--- config.mk ---
export PLATFORM = sky130hd
export DESIGN_NAME = lsu_ctrl
export DESIGN_NICKNAME = d
export VERILOG_FILES = /design/src/rtl/lsu_ctrl.sv
export SDC_FILE = /design/constraint.sdc
export NUM_CORES = 1
export LEC_CHECK = 0
export ABC_AREA = 0
export CORE_ASPECT_RATIO = 0.6
export CORE_MARGIN = 3
export CORE_UTILIZATION = 45
export DETAILED_ROUTE_END_ITERATION = 10
export GPL_ROUTABILITY_DRIVEN = 0
export PLACE_DENSITY_LB_ADDON = 0.05
export SYNTH_ARGS = -nofsm -noshare
export SYNTH_HDL_FRONTEND = slang
export SYNTH_SLANG_ARGS = --single-unit
--- constraint.sdc ---
create_clock -name clk -period 2.8 [get_ports clk]
set_input_delay 0.84 -clock clk [delete_from_list [all_inputs] [get_ports clk]]
set_output_delay 0.84 -clock clk [all_outputs]
set_load 0.02 [all_outputs]
--- src/rtl/lsu_ctrl.sv ---
// lsu_ctrl: RV32I load/store unit driving the data-memory port with lane steering and load extension.
// Define LSU_MISALIGN_SPLIT_EN to split misaligned accesses into two beats instead of rejecting them.
module lsu_ctrl #(
    parameter int AWIDTH = 32,
    parameter int DWIDTH = 32
) (
    input  logic                  clk,
    input  logic                  rst,
    input  logic                  req_valid_i,
    output logic                  req_ready_o,
    input  logic                  req_we_i,
    input  logic [2:0]            req_funct3_i,
    input  logic [AWIDTH-1:0]     req_addr_i,
    input  logic [DWIDTH-1:0]     req_wdata_i,
    output logic                  rsp_valid_o,
    input  logic                  rsp_ready_i,
    output logic [DWIDTH-1:0]     rsp_rdata_o,
    output logic                  rsp_err_o,
    output logic                  rsp_misaligned_o,
    output logic [AWIDTH-1:0]     mem_addr_o,
    output logic [DWIDTH-1:0]     mem_data_o,
    output logic [DWIDTH/8-1:0]   mem_write_strb_o,
    output logic                  mem_read_en_o,
    output logic                  mem_write_en_o,
    input  logic [DWIDTH-1:0]     mem_data_i,
    input  logic                  mem_data_vld_i
);
    localparam int BYTES = DWIDTH / 8;
`ifdef LSU_MISALIGN_SPLIT_EN
    localparam bit SPLIT = 1'b1;
`else
    localparam bit SPLIT = 1'b0;
`endif

    typedef enum logic [1:0] {IDLE, ACC0, ACC1, RESP} state_t;

    state_t              state_q, state_d;
    logic                we_q, we_d, err_q, err_d, mis_q, mis_d, vld_q, vld_d;
    logic [2:0]          f3_q, f3_d;
    logic [AWIDTH-1:0]   addr_q, addr_d;
    logic [DWIDTH-1:0]   wdata_q, wdata_d, lo_q, lo_d, rdata_q, rdata_d;
    logic                legal, misal, accept, acc, beat1, done, vld;
    logic [1:0]          off;
    logic [3:0]          mask;
    logic [2*BYTES-1:0]  wide_strb;
    logic [2*DWIDTH-1:0] wide_data;
    logic [DWIDTH-1:0]   lo, hi, raw, ext;

    always_comb begin
        legal = req_we_i ? (req_funct3_i inside {3'b000, 3'b001, 3'b010})
                         : (req_funct3_i inside {3'b000, 3'b001, 3'b010, 3'b100, 3'b101});
        misal = legal & ((req_funct3_i[1:0] == 2'b01 & req_addr_i[1:0] == 2'b11) |
                         (req_funct3_i[1:0] == 2'b10 & req_addr_i[1:0] != 2'b00));
        accept = state_q == IDLE & req_valid_i;
        acc = state_q == ACC0 | state_q == ACC1;
        beat1 = state_q == ACC1;
        off = addr_q[1:0];
        mask = f3_q[1:0] == 2'b00 ? 4'b0001 : f3_q[1:0] == 2'b01 ? 4'b0011 : 4'b1111;
        wide_strb = (2*BYTES)'(mask) << off;
        wide_data = (2*DWIDTH)'(wdata_q) << {off, 3'b000};
        // Beat 1 supplies the upper word; beat 0 was parked in lo_q.
        lo = beat1 ? lo_q : mem_data_i;
        hi = beat1 ? mem_data_i : '0;
        vld = mem_data_vld_i & (~beat1 | vld_q);
        raw = DWIDTH'({hi, lo} >> {off, 3'b000});
        ext = f3_q == 3'b000 ? {{24{raw[7]}}, raw[7:0]} :
              f3_q == 3'b001 ? {{16{raw[15]}}, raw[15:0]} :
              f3_q == 3'b100 ? {24'b0, raw[7:0]} :
              f3_q == 3'b101 ? {16'b0, raw[15:0]} : raw;
        state_d = state_q == IDLE ? (req_valid_i ? ((~legal | (misal & ~SPLIT)) ? RESP : ACC0) : IDLE) :
                  state_q == ACC0 ? ((SPLIT & mis_q) ? ACC1 : RESP) :
                  state_q == ACC1 ? RESP : (rsp_ready_i ? IDLE : RESP);
        done = acc & state_d == RESP;
        we_d = accept ? req_we_i : we_q;
        f3_d = accept ? req_funct3_i : f3_q;
        addr_d = accept ? req_addr_i : addr_q;
        wdata_d = accept ? req_wdata_i : wdata_q;
        mis_d = accept ? misal : mis_q;
        err_d = accept ? ~legal : done ? (~we_q & ~vld) : err_q;
        rdata_d = accept ? '0 : done ? ((we_q | ~vld) ? '0 : ext) : rdata_q;
        lo_d = state_q == ACC0 ? mem_data_i : lo_q;
        vld_d = state_q == ACC0 ? mem_data_vld_i : vld_q;
    end

    always_ff @(posedge clk) begin
        if (rst) begin
            state_q <= IDLE;
            we_q    <= 1'b0;
            f3_q    <= '0;
            addr_q  <= '0;
            wdata_q <= '0;
            err_q   <= 1'b0;
            mis_q   <= 1'b0;
            rdata_q <= '0;
            lo_q    <= '0;
            vld_q   <= 1'b0;
        end else begin
            state_q <= state_d;
            we_q    <= we_d;
            f3_q    <= f3_d;
            addr_q  <= addr_d;
            wdata_q <= wdata_d;
            err_q   <= err_d;
            mis_q   <= mis_d;
            rdata_q <= rdata_d;
            lo_q    <= lo_d;
            vld_q   <= vld_d;
        end
    end

    assign req_ready_o      = state_q == IDLE & ~rst;
    assign rsp_valid_o      = state_q == RESP & ~rst;
    assign rsp_err_o        = rsp_valid_o & err_q;
    assign rsp_misaligned_o = rsp_valid_o & mis_q & ~SPLIT;
    assign rsp_rdata_o      = rdata_q;
    assign mem_addr_o       = (beat1 ? addr_q + AWIDTH'(4) : addr_q) & ~AWIDTH'(3);
    assign mem_read_en_o    = acc & ~we_q & ~rst;
    assign mem_write_en_o   = acc & we_q & ~rst;
    assign mem_write_strb_o = mem_write_en_o ? (beat1 ? wide_strb[2*BYTES-1:BYTES] : wide_strb[BYTES-1:0]) : '0;
    assign mem_data_o       = mem_write_en_o ? (beat1 ? wide_data[2*DWIDTH-1:DWIDTH] : wide_data[DWIDTH-1:0]) : '0;
endmodule

After elaboration in Yosys (flattened, before gate mapping)
Index checks and enable logic that the tools add are counted.
{"block": "totals", "regBits": 137, "in_bits": 105, "out_inout_bits": 106, "word_cells": 86}
{"block": "op_classes", "n_addsub": 1, "eq_ne": 15, "shift": 3, "mux": 23, "n_bitwise": 25, "reduce_logical": 9}
{"cell": "32-bit two-way mux", "count": 10}
{"cell": "32-bit by 5-bit << shifter with 64-bit output", "count": 1}
{"cell": "64-bit by 5-bit >> shifter with 32-bit output", "count": 1}
{"cell": "32-bit by 3-bit adder with 32-bit output (second input constant)", "count": 1}
{"cell": "4-bit two-way mux", "count": 4}
{"cell": "1-bit AND", "count": 15}
{"cell": "3-bit == test (second input constant)", "count": 4}
{"cell": "2-bit two-way mux", "count": 6}
{"cell": "2-bit == test (second input constant)", "count": 5}
{"cell": "4-bit by 2-bit << shifter with 8-bit output", "count": 1}
{"cell": "2-bit by 1-bit == test with 1-bit output (second input constant)", "count": 3}
{"cell": "3-bit by 1-bit == test with 1-bit output (second input constant)", "count": 2}
{"cell": "3-bit zero test", "count": 2}
{"cell": "1-bit inverter", "count": 5}
{"cell": "1-bit bitwise OR", "count": 5}
{"cell": "5-bit nonzero test", "count": 1}
{"cell": "2-bit zero test", "count": 2}
{"cell": "2-bit nonzero test", "count": 2}
{"cell": "3-bit by 2-bit == test with 1-bit output (second input constant)", "count": 1}
{"cell": "1-bit two-way mux", "count": 3}
{"cell": "3-bit nonzero test", "count": 1}
{"cell": "2-bit OR reduction", "count": 1}

Depth between registers and ports, before layout
Gate-level depths: netlist (run 1).
{"block": "logic_depth", "ltp_word": 12, "mapped_depth": 9, "depth_no_buf": 6}

Worst setup path after synthesis (run 1)
OpenSTA, ideal clock, no wires.
{"block": "synth_timing", "path_type": "reg2out", "startpoint": "reg addr_q[1]", "endpoint": "out mem_write_strb_o[3]", "t_arrival_ns": 2.416, "required_time_ns": 1.960, "slack_ns": -0.456, "path_stages_with_launch": 7, "n_path_buf": 4, "cell_sequence": "dfxtp_1 -> buf_4 -> buf_4 -> buf_2 -> buf_2 -> nor2_1 -> a2111oi_0"}
{"block": "synth_between", "elab_chain_len": 3}
{"element": "start, declared", "line_no": "40", "source": "logic [AWIDTH-1:0] addr_q, addr_d;"}
{"element": "start signal, assigned", "line_no": "101", "source": "addr_q <= addr_d;"}
{"element": "4-bit by 2-bit << shifter with 8-bit output", "line_no": "59", "source": "wide_strb = (2*BYTES)'(mask) << off;"}
{"element": "4-bit two-way mux (2 in a row)", "line_no": "119", "source": "assign mem_write_strb_o = mem_write_en_o ? (beat1 ? wide_strb[2*BYTES-1:BYTES] : wide_strb[BYTES-1:0]) : '0;"}
{"element": "end, declared", "line_no": "22", "source": "output logic [DWIDTH/8-1:0] mem_write_strb_o,"}
No other way between the ends.

Worst setup path after layout (run 1)
{"block": "layout_timing", "startpoint": "reg addr_q[8]", "endpoint": "out mem_addr_o[23]"}
{"block": "layout_between", "elab_chain_len": 2}
{"element": "32-bit by 3-bit adder with 32-bit output", "line_no": "116", "source": "assign mem_addr_o = (beat1 ? addr_q + AWIDTH'(4) : addr_q) & ~AWIDTH'(3);"}
{"element": "32-bit two-way mux", "line_no": "116"}
{"element": "end, declared", "line_no": "20", "source": "output logic [AWIDTH-1:0] mem_addr_o,"}
No other way between the ends.

==> results of run 1 <==
==> per-stage QoR <==
stage          setup TNS (ps)  hold WS [ps]  instance area [um^2]  setup slack [ps]  utilization
6_report                -5380           449                 12400              -239        0.712
5_1_grt                 -9850           470                 12400              -324        0.712
4_1_cts                 -3290           449                 11800              -237        0.679
3_5_place_dp           -15260           434                 11100              -407        0.639
3_3_place_gp           -13400           432                 11100              -395        0.639
2_1_floorplan           -44.5           427                  8320             -44.5            -
==> repair_timing <==
item	4_1_cts	5_1_grt
pin swaps	16	27
setup endpoints to repair	72	64
cloned	0	2
buffers inserted	1	10
resized for setup	346	142
==> power breakdown <==
| part | leakage, nW | internal (mW) | switching [mW] |
|---|---|---|---|
| registers | 1.12 | 2.13 | 0.148 |
| clock network | 0.299 | 1.52 | 0.946 |
| logic | 3.26 | 1.01 | 1.21 |
| total | 4.68 | 4.66 | 2.30 |
==> layout by cell type (no fill, tap or decap), types with 8 or more instances in the layout <==
cell / Yosys / layout
nand2_1: 192 / 189
clkdlybuf4s50_1: 0 / 136
dfxtp_1: 137 / 129
buf_4: 4 / 121
a21oi_1: 113 / 99
nor2_1: 85 / 64
mux2i_1: 64 / 62
mux2_2: 51 / 51
buf_6: 2 / 36
clkbuf_16: 0 / 18
o31ai_1: 17 / 17
mux4_2: 15 / 15
nor2b_1: 15 / 14
xor2_1: 14 / 14
nor2_4: 0 / 13
xnor2_1: 15 / 11
nand3b_1: 10 / 10
a22oi_1: 11 / 10
o21ai_0: 11 / 10
nand2b_1: 11 / 10
buf_12: 0 / 10
nor2_2: 0 / 8
nor3_1: 21 / 8
a21oi_2: 0 / 8
nor3_2: 1 / 8
o2bb2ai_1: 8 / 8
nand4_1: 8 / 8
and2_1: 11 / 8
a211o_1: 8 / 8
a311o_1: 8 / 8
o221ai_1: 8 / 8
o41ai_1: 8 / 8
==> worst paths after layout <==
kind | slack [ps] | cells past startpoint | end | startpoint
worst min register to register | 450 | 2 | rsp_rdata_o[17] | rsp_rdata_o[17]
worst max register to register | 120 | 10 | rsp_rdata_o[15] | state_q[0]
worst min-delay path | 450 | 2 | rsp_rdata_o[17] | rsp_rdata_o[17]
worst max-delay path | -240 | 5 | mem_addr_o[23] | addr_q[8]
==> metal layers <==
layer	track usage	share of wire	routed length (um)	vias to the layer above
met1	0.416	0.47	13800	4054
met4	0.0651	0.012	344	0
met2	0.392	0.41	12100	399
met5	0	0	0	-
li1	-	-	-	4026
met3	0.0859	0.10	3030	35
==> kinds of logic (layout without fill, tap and decap cells) <==
| kind of cell | after synthesis | after routing | synth area share |
|---|---|---|---|
| other | 1 | 2 | 0.000461 |
| XOR/XNOR | 29 | 29 | 0.0312 |
| adder cells (fa/ha/maj) | 6 | 6 | 0.00923 |
| AO/OA/AOI/OAI | 221 | 221 | 0.177 |
| flip-flops | 137 | 137 | 0.337 |
| buffers and inverters | 96 | 363 | 0.0500 |
| AND/OR/NAND/NOR | 374 | 374 | 0.202 |
| multiplexers | 131 | 131 | 0.193 |
==> worst register-to-register path, delay by kind of cell (launching register included) <==
family                   cells  cell delay (ps)
flip-flops                   1              320
adder cells (fa/ha/maj)      1              190
buffers and inverters        5              870
AO/OA/AOI/OAI                2              310
multiplexers                 2              880
==> registers in the layout (all words and copies together) (netlist names) <==
signal,cells
vld_q,1
rsp_rdata_o,32
lo_q,32
f3_q,3
err_q,1
wdata_q,32
we_q,1
state_q,2
mis_q,1
addr_q,32
==> cell type report <==
class                      count  area (um^2)
clock buffer                  18          439
clock inverter                13          191
fill                        1373         5010
inverter                      13         53.8
multi-input combinational    763         5650
sequential                   137         2760
tap                          234          293
timing repair buffer         319         3020
==> impl_results.md, run 1 <==
* Largest net degree at the start of global routing at 71
* Starting DRC count in detailed routing at 870
* Hold-fix buffers, CTS at 0
* F_max at 329 MHz
* Startpoint Class: register
* Vias in the first global route at 7715
* Peak supply drop at 0.391 mV
* Synth top area share at 0.337
* Cell family with most CP delay: simple AND/OR/NAND/NOR gates
* Via count at 8514
* Final Critical Period at 3040 ps
* Violated checks: setup timing
* FF+latch count, synth at 137
* Ys flop type: dfxtp_1
* WL/cell at 19.5 um
* Ranking of synthesized cells by area: dfxtp_1, nand2_1, mux2i_1, mux2_2, a21oi_1
* Post-synth EDFFs at 0
* CTS buffer count at 17
* Crit-path slowest cell: or4_4
* Crit-path max FO at 7
* Clock-pin transition on the worst setup and hold timing paths at 60 ps
* Vias per inst at 5.69
* Die width at 180 um
* # port buffers at 208
* Initial antenna violation count at 0
* Clk_skew at 14.0 ps
* Max Root-Sink Buffers at 2
* Crit share post-route at 1.09
* Max-Cap Viols at 0
* Measured slew at the worst slew-check pin at 823 ps
* H-tree levels at 4
* Placed insts at 1455
* Worst hold path class: reg2reg
* Die Y at 110 um
* Clock sinks at 137
* Worst EP arrival at 2200 ps
* Asr flop ratio synth at 0
* Ys Warns at 0
* Total power at 6.96 mW
* Most frequent cell after synthesis: nand2_1
* Leakage at 4.68 nW
* GRT Util Overall at 0.279
* Critical path class: reg2out
* Slowest stage delay, CP at 700 ps
* GRT Residual Overflow at 0
* WP data required at 1960 ps
* Mean Syn Cell Area at 8.17 um^2
* Status: complete, but fails checks
* RSZ-0062 raised after global routing: yes
* Root buf cell: clkbuf_16
* Synth cell types at 57
* Crit end category: output pin
* Final setup viols at 55
* Clk_lat worst skew at 420 ps
* Starting Density at 0.467
* Max-slew violation count at 0
* Area delta synth->final at 52.5%
* Final Routed Wirelength at 29300 um
* Iteration count of the initial detailed-routing pass at 5
* Normalized max-slew margin at 0.448
* Antenna cells at 0
* Seq/Total Area, Yosys at 0.337
* Pwr per Cell Area at 561 nW/um^2
* Dpl hpwl at 20200 um
* Share of post-route cells with drive strength above 1 at 0.302
* # IOs at 211
* Synth top cells by count: nand2_1, dfxtp_1, a21oi_1
* Drc violations at 0
* Mapped Cells at 995
* Worst-path cell chain: nand4_1 > or4_4 > nor4_4 > xor2_1 > buf_4
* Final setup margin at -239 ps
* Cell area after synthesis at 8130 um^2
* Post-route insts no fill at 1497
* Core area at 17400 um^2
* Fin. Hold Viols at 0
* Routed Antenna Nets at 0
* CP Buf/Inv Count at 1
* Die area at 19800 um^2
* Dominant cell type by area after synthesis: dfxtp_1
* CTS tree: built
* First-pass GRT wire length at 44000 um
* Placement Rows at 37
* Nets at 1362
Note: power is estimated with default switching activity, not from simulation.
==> run 2: changes to the inputs <==
- CORE_MARGIN: 3 -> 1.5
- CORE_UTILIZATION: 45 -> 50
- HOLD_SLACK_MARGIN: default -> 0.02
- clock period: 2.8 -> 3.25 ns (I/O delays scaled with it)
==> run 2 against run 1 <==
Against the previous run:
- the run now ends clean
- flip-flop and latch count stayed put
- core utilization rose by 1.8 points
- sequential power shrank 14%
- count of clock-buffer cells in the layout stayed put
- die area decreased by 14%
- hold slack got worse by 0.67 ps
- clock skew shrank 0.98 ps
- global-route usage grew 3.2 points
- clock power fell by 23%
- non-clock buffer count down 38
- largest cell class unchanged
- largest power group is now sequential cells
==> impl_results.md, run 2 (same netlist as run 1, synthesis figures left out) <==
* # IOs at 211 (unchanged)
* Die width at 168 um (-6.6%)
* Final Core Density at 0.731 (+0.0184)
* Slowest stage delay, CP at 690 ps (about the same)
* WL/cell at 18.8 um (-3.7%)
* Iteration count of the initial detailed-routing pass at 5 (unchanged)
* Final setup viols at 0 (-100%)
* Routed Antenna Nets at 0 (unchanged)
* Clock sinks at 137 (unchanged)
* Starting Density at 0.520 (+0.0530)
* Cell family with most CP delay: simple AND/OR/NAND/NOR gates
* Measured slew at the worst slew-check pin at 1280 ps (+459 ps)
* Vias per inst at 5.80 (+2.0%)
* RSZ-0062 raised after global routing: yes
* Crit end category: output pin
* Final Routed Wirelength at 26900 um (-8.0%)
* Most frequent cells in the layout: nand2_1, clkdlybuf4s50_1, dfxtp_1, a21oi_1, nor2_1
* Nets at 1324 (-2.8%)
* Total power at 5.61 mW (-19%)
* Dpl hpwl at 18500 um (-8.3%)
* First-pass GRT wire length at 41100 um (-6.5%)
* Worst EP arrival at 2270 ps (+70 ps)
* Die Y at 102 um (-7.6%)
* Crit-path slowest cell: or4_4
* Max-slew violation count at 0 (unchanged)
* Crit-path max FO at 7 (unchanged)
* Max Root-Sink Buffers at 2 (unchanged)
* F_max at 308 MHz
* Clock-pin transition on the worst setup and hold timing paths at 60 ps (about the same)
* Root buf cell: clkbuf_16
* Vias in the first global route at 7470 (-3.2%)
* Most common library cell in the layout ignoring fill and taps: nand2_1
* Hold Slack at 448 ps (-0.672 ps)
* CTS buffer count at 17 (unchanged)
* Worst hold path class: reg2reg
* Initial antenna violation count at 2 (+2)
* GRT Util Overall at 0.311 (+0.0319)
* Status: finished, final reports clean
* Max-Cap Viols at 0 (unchanged)
* Largest net degree at the start of global routing at 104 (+46%)
* Die area at 17100 um^2 (-14%)
* Fin. Hold Viols at 0 (unchanged)
* H-tree levels at 4 (unchanged)
* Drc violations at 0 (unchanged)
* CP Buf/Inv Count at 1 (unchanged)
* Placement Rows at 35 (-5.4%)
* GRT Residual Overflow at 0 (unchanged)
* Crit share post-route at 0.999
* Share of post-route cells with drive strength above 1 at 0.204 (-0.0985)
* Core area at 15600 um^2 (-10%)
* # port buffers at 208 (unchanged)
* Worst-path cell chain: nand4_1 > or4_4 > nor4_4 > xor2_1 > buf_4
* Peak supply drop at 0.325 mV (-17%)
* Pwr per Cell Area at 491 nW/um^2 (-13%)
* Clk_lat worst skew at 430 ps (about the same)
* Critical path class: reg2out
* Startpoint Class: register
* Area delta synth->final at 40.5%
* Final Critical Period at 3250 ps
* Via count at 8294 (-2.6%)
* Clk_skew at 13.0 ps (-0.984 ps)
* CTS tree: built
* Normalized max-slew margin at 0.142 (-0.306)
* Leakage at 4.38 nW (-6.4%)
* WP data required at 2270 ps (+310 ps)
* Starting DRC count in detailed routing at 763 (-12%)
## run 2: changes by cell type in the layout (fill, tap and decap cells not counted), moves of 13 or more
cell	delta
a21oi_1	+14
buf_4	-50
buf_6	-33
dlygate4sd2_1	+17
nor2_1	+20
nor2_4	-13
## run 2: repair_timing
item | 4_1_cts | 5_1_grt
resized for setup | 135 | 92
pin swaps | 1 | 9
hold buffers | 0 | 0
setup endpoints to repair | 64 | 52
hold endpoints to repair | 0 | 0
buffers inserted | 6 | 2
cloned | 1 | 0
## run 2: path summary, 6_finish.rpt
| kind | startpoint | endpoint | slack (ps) | cells after the start |
|---|---|---|---|---|
| max | addr_q[9] | mem_addr_o[23] | 4 | 5 |
| min | rsp_rdata_o[21] | rsp_rdata_o[21] | 450 | 2 |
| max reg2reg | state_q[1] | rsp_rdata_o[13] | 730 | 9 |
| min reg2reg | rsp_rdata_o[21] | rsp_rdata_o[21] | 450 | 2 |
## run 2: final cells by class
type | instances | area (um^2)
Multi-Input combinational cell | 763 | 5210
Fill cell | 1290 | 4210
Sequential cell | 137 | 2750
Timing Repair Buffer | 281 | 2580
Clock buffer | 18 | 439
Tap cell | 203 | 254
Clock inverter | 14 | 136
Inverter | 13 | 51.3
Antenna cell | 1 | 2.50
## run 2: layer usage
| metal | part of all wire | track usage | routed length [um] |
|---|---|---|---|
| met4 | 0.012 | 0.0839 | 325 |
| met2 | 0.42 | 0.440 | 11200 |
| met3 | 0.097 | 0.0930 | 2610 |
| met5 | 0 | 0 | 0 |
| met1 | 0.48 | 0.456 | 12800 |
## run 2: worst reg2reg max path: cells and delay by family, from the launching register on
family / cells / cell delay [ps]
buf+inv: 4 / 660
compound gates: 2 / 240
flops: 1 / 350
fa+ha+maj: 1 / 240
mux: 2 / 930
## run 2: power breakdown
group / internal, mW / total, mW / switching (mW)
clock: 1.09 / 1.91 / 0.821
combinational: 0.787 / 1.75 / 0.962
sequential: 1.83 / 1.95 / 0.121
total: 3.71 / 5.61 / 1.90
## run 2: per-stage QoR
step,TNS [ps],cell area [um^2],setup slack (ps),cells
2_1_floorplan,-1210,8140,-152,996
3_3_place_gp,-4090,10700,-387,1388
3_5_place_dp,-5190,10700,-404,1388
4_1_cts,-238,11300,-104,1427
5_1_grt,-256,11400,-94.7,1429
6_report,0,11400,3.96,1430
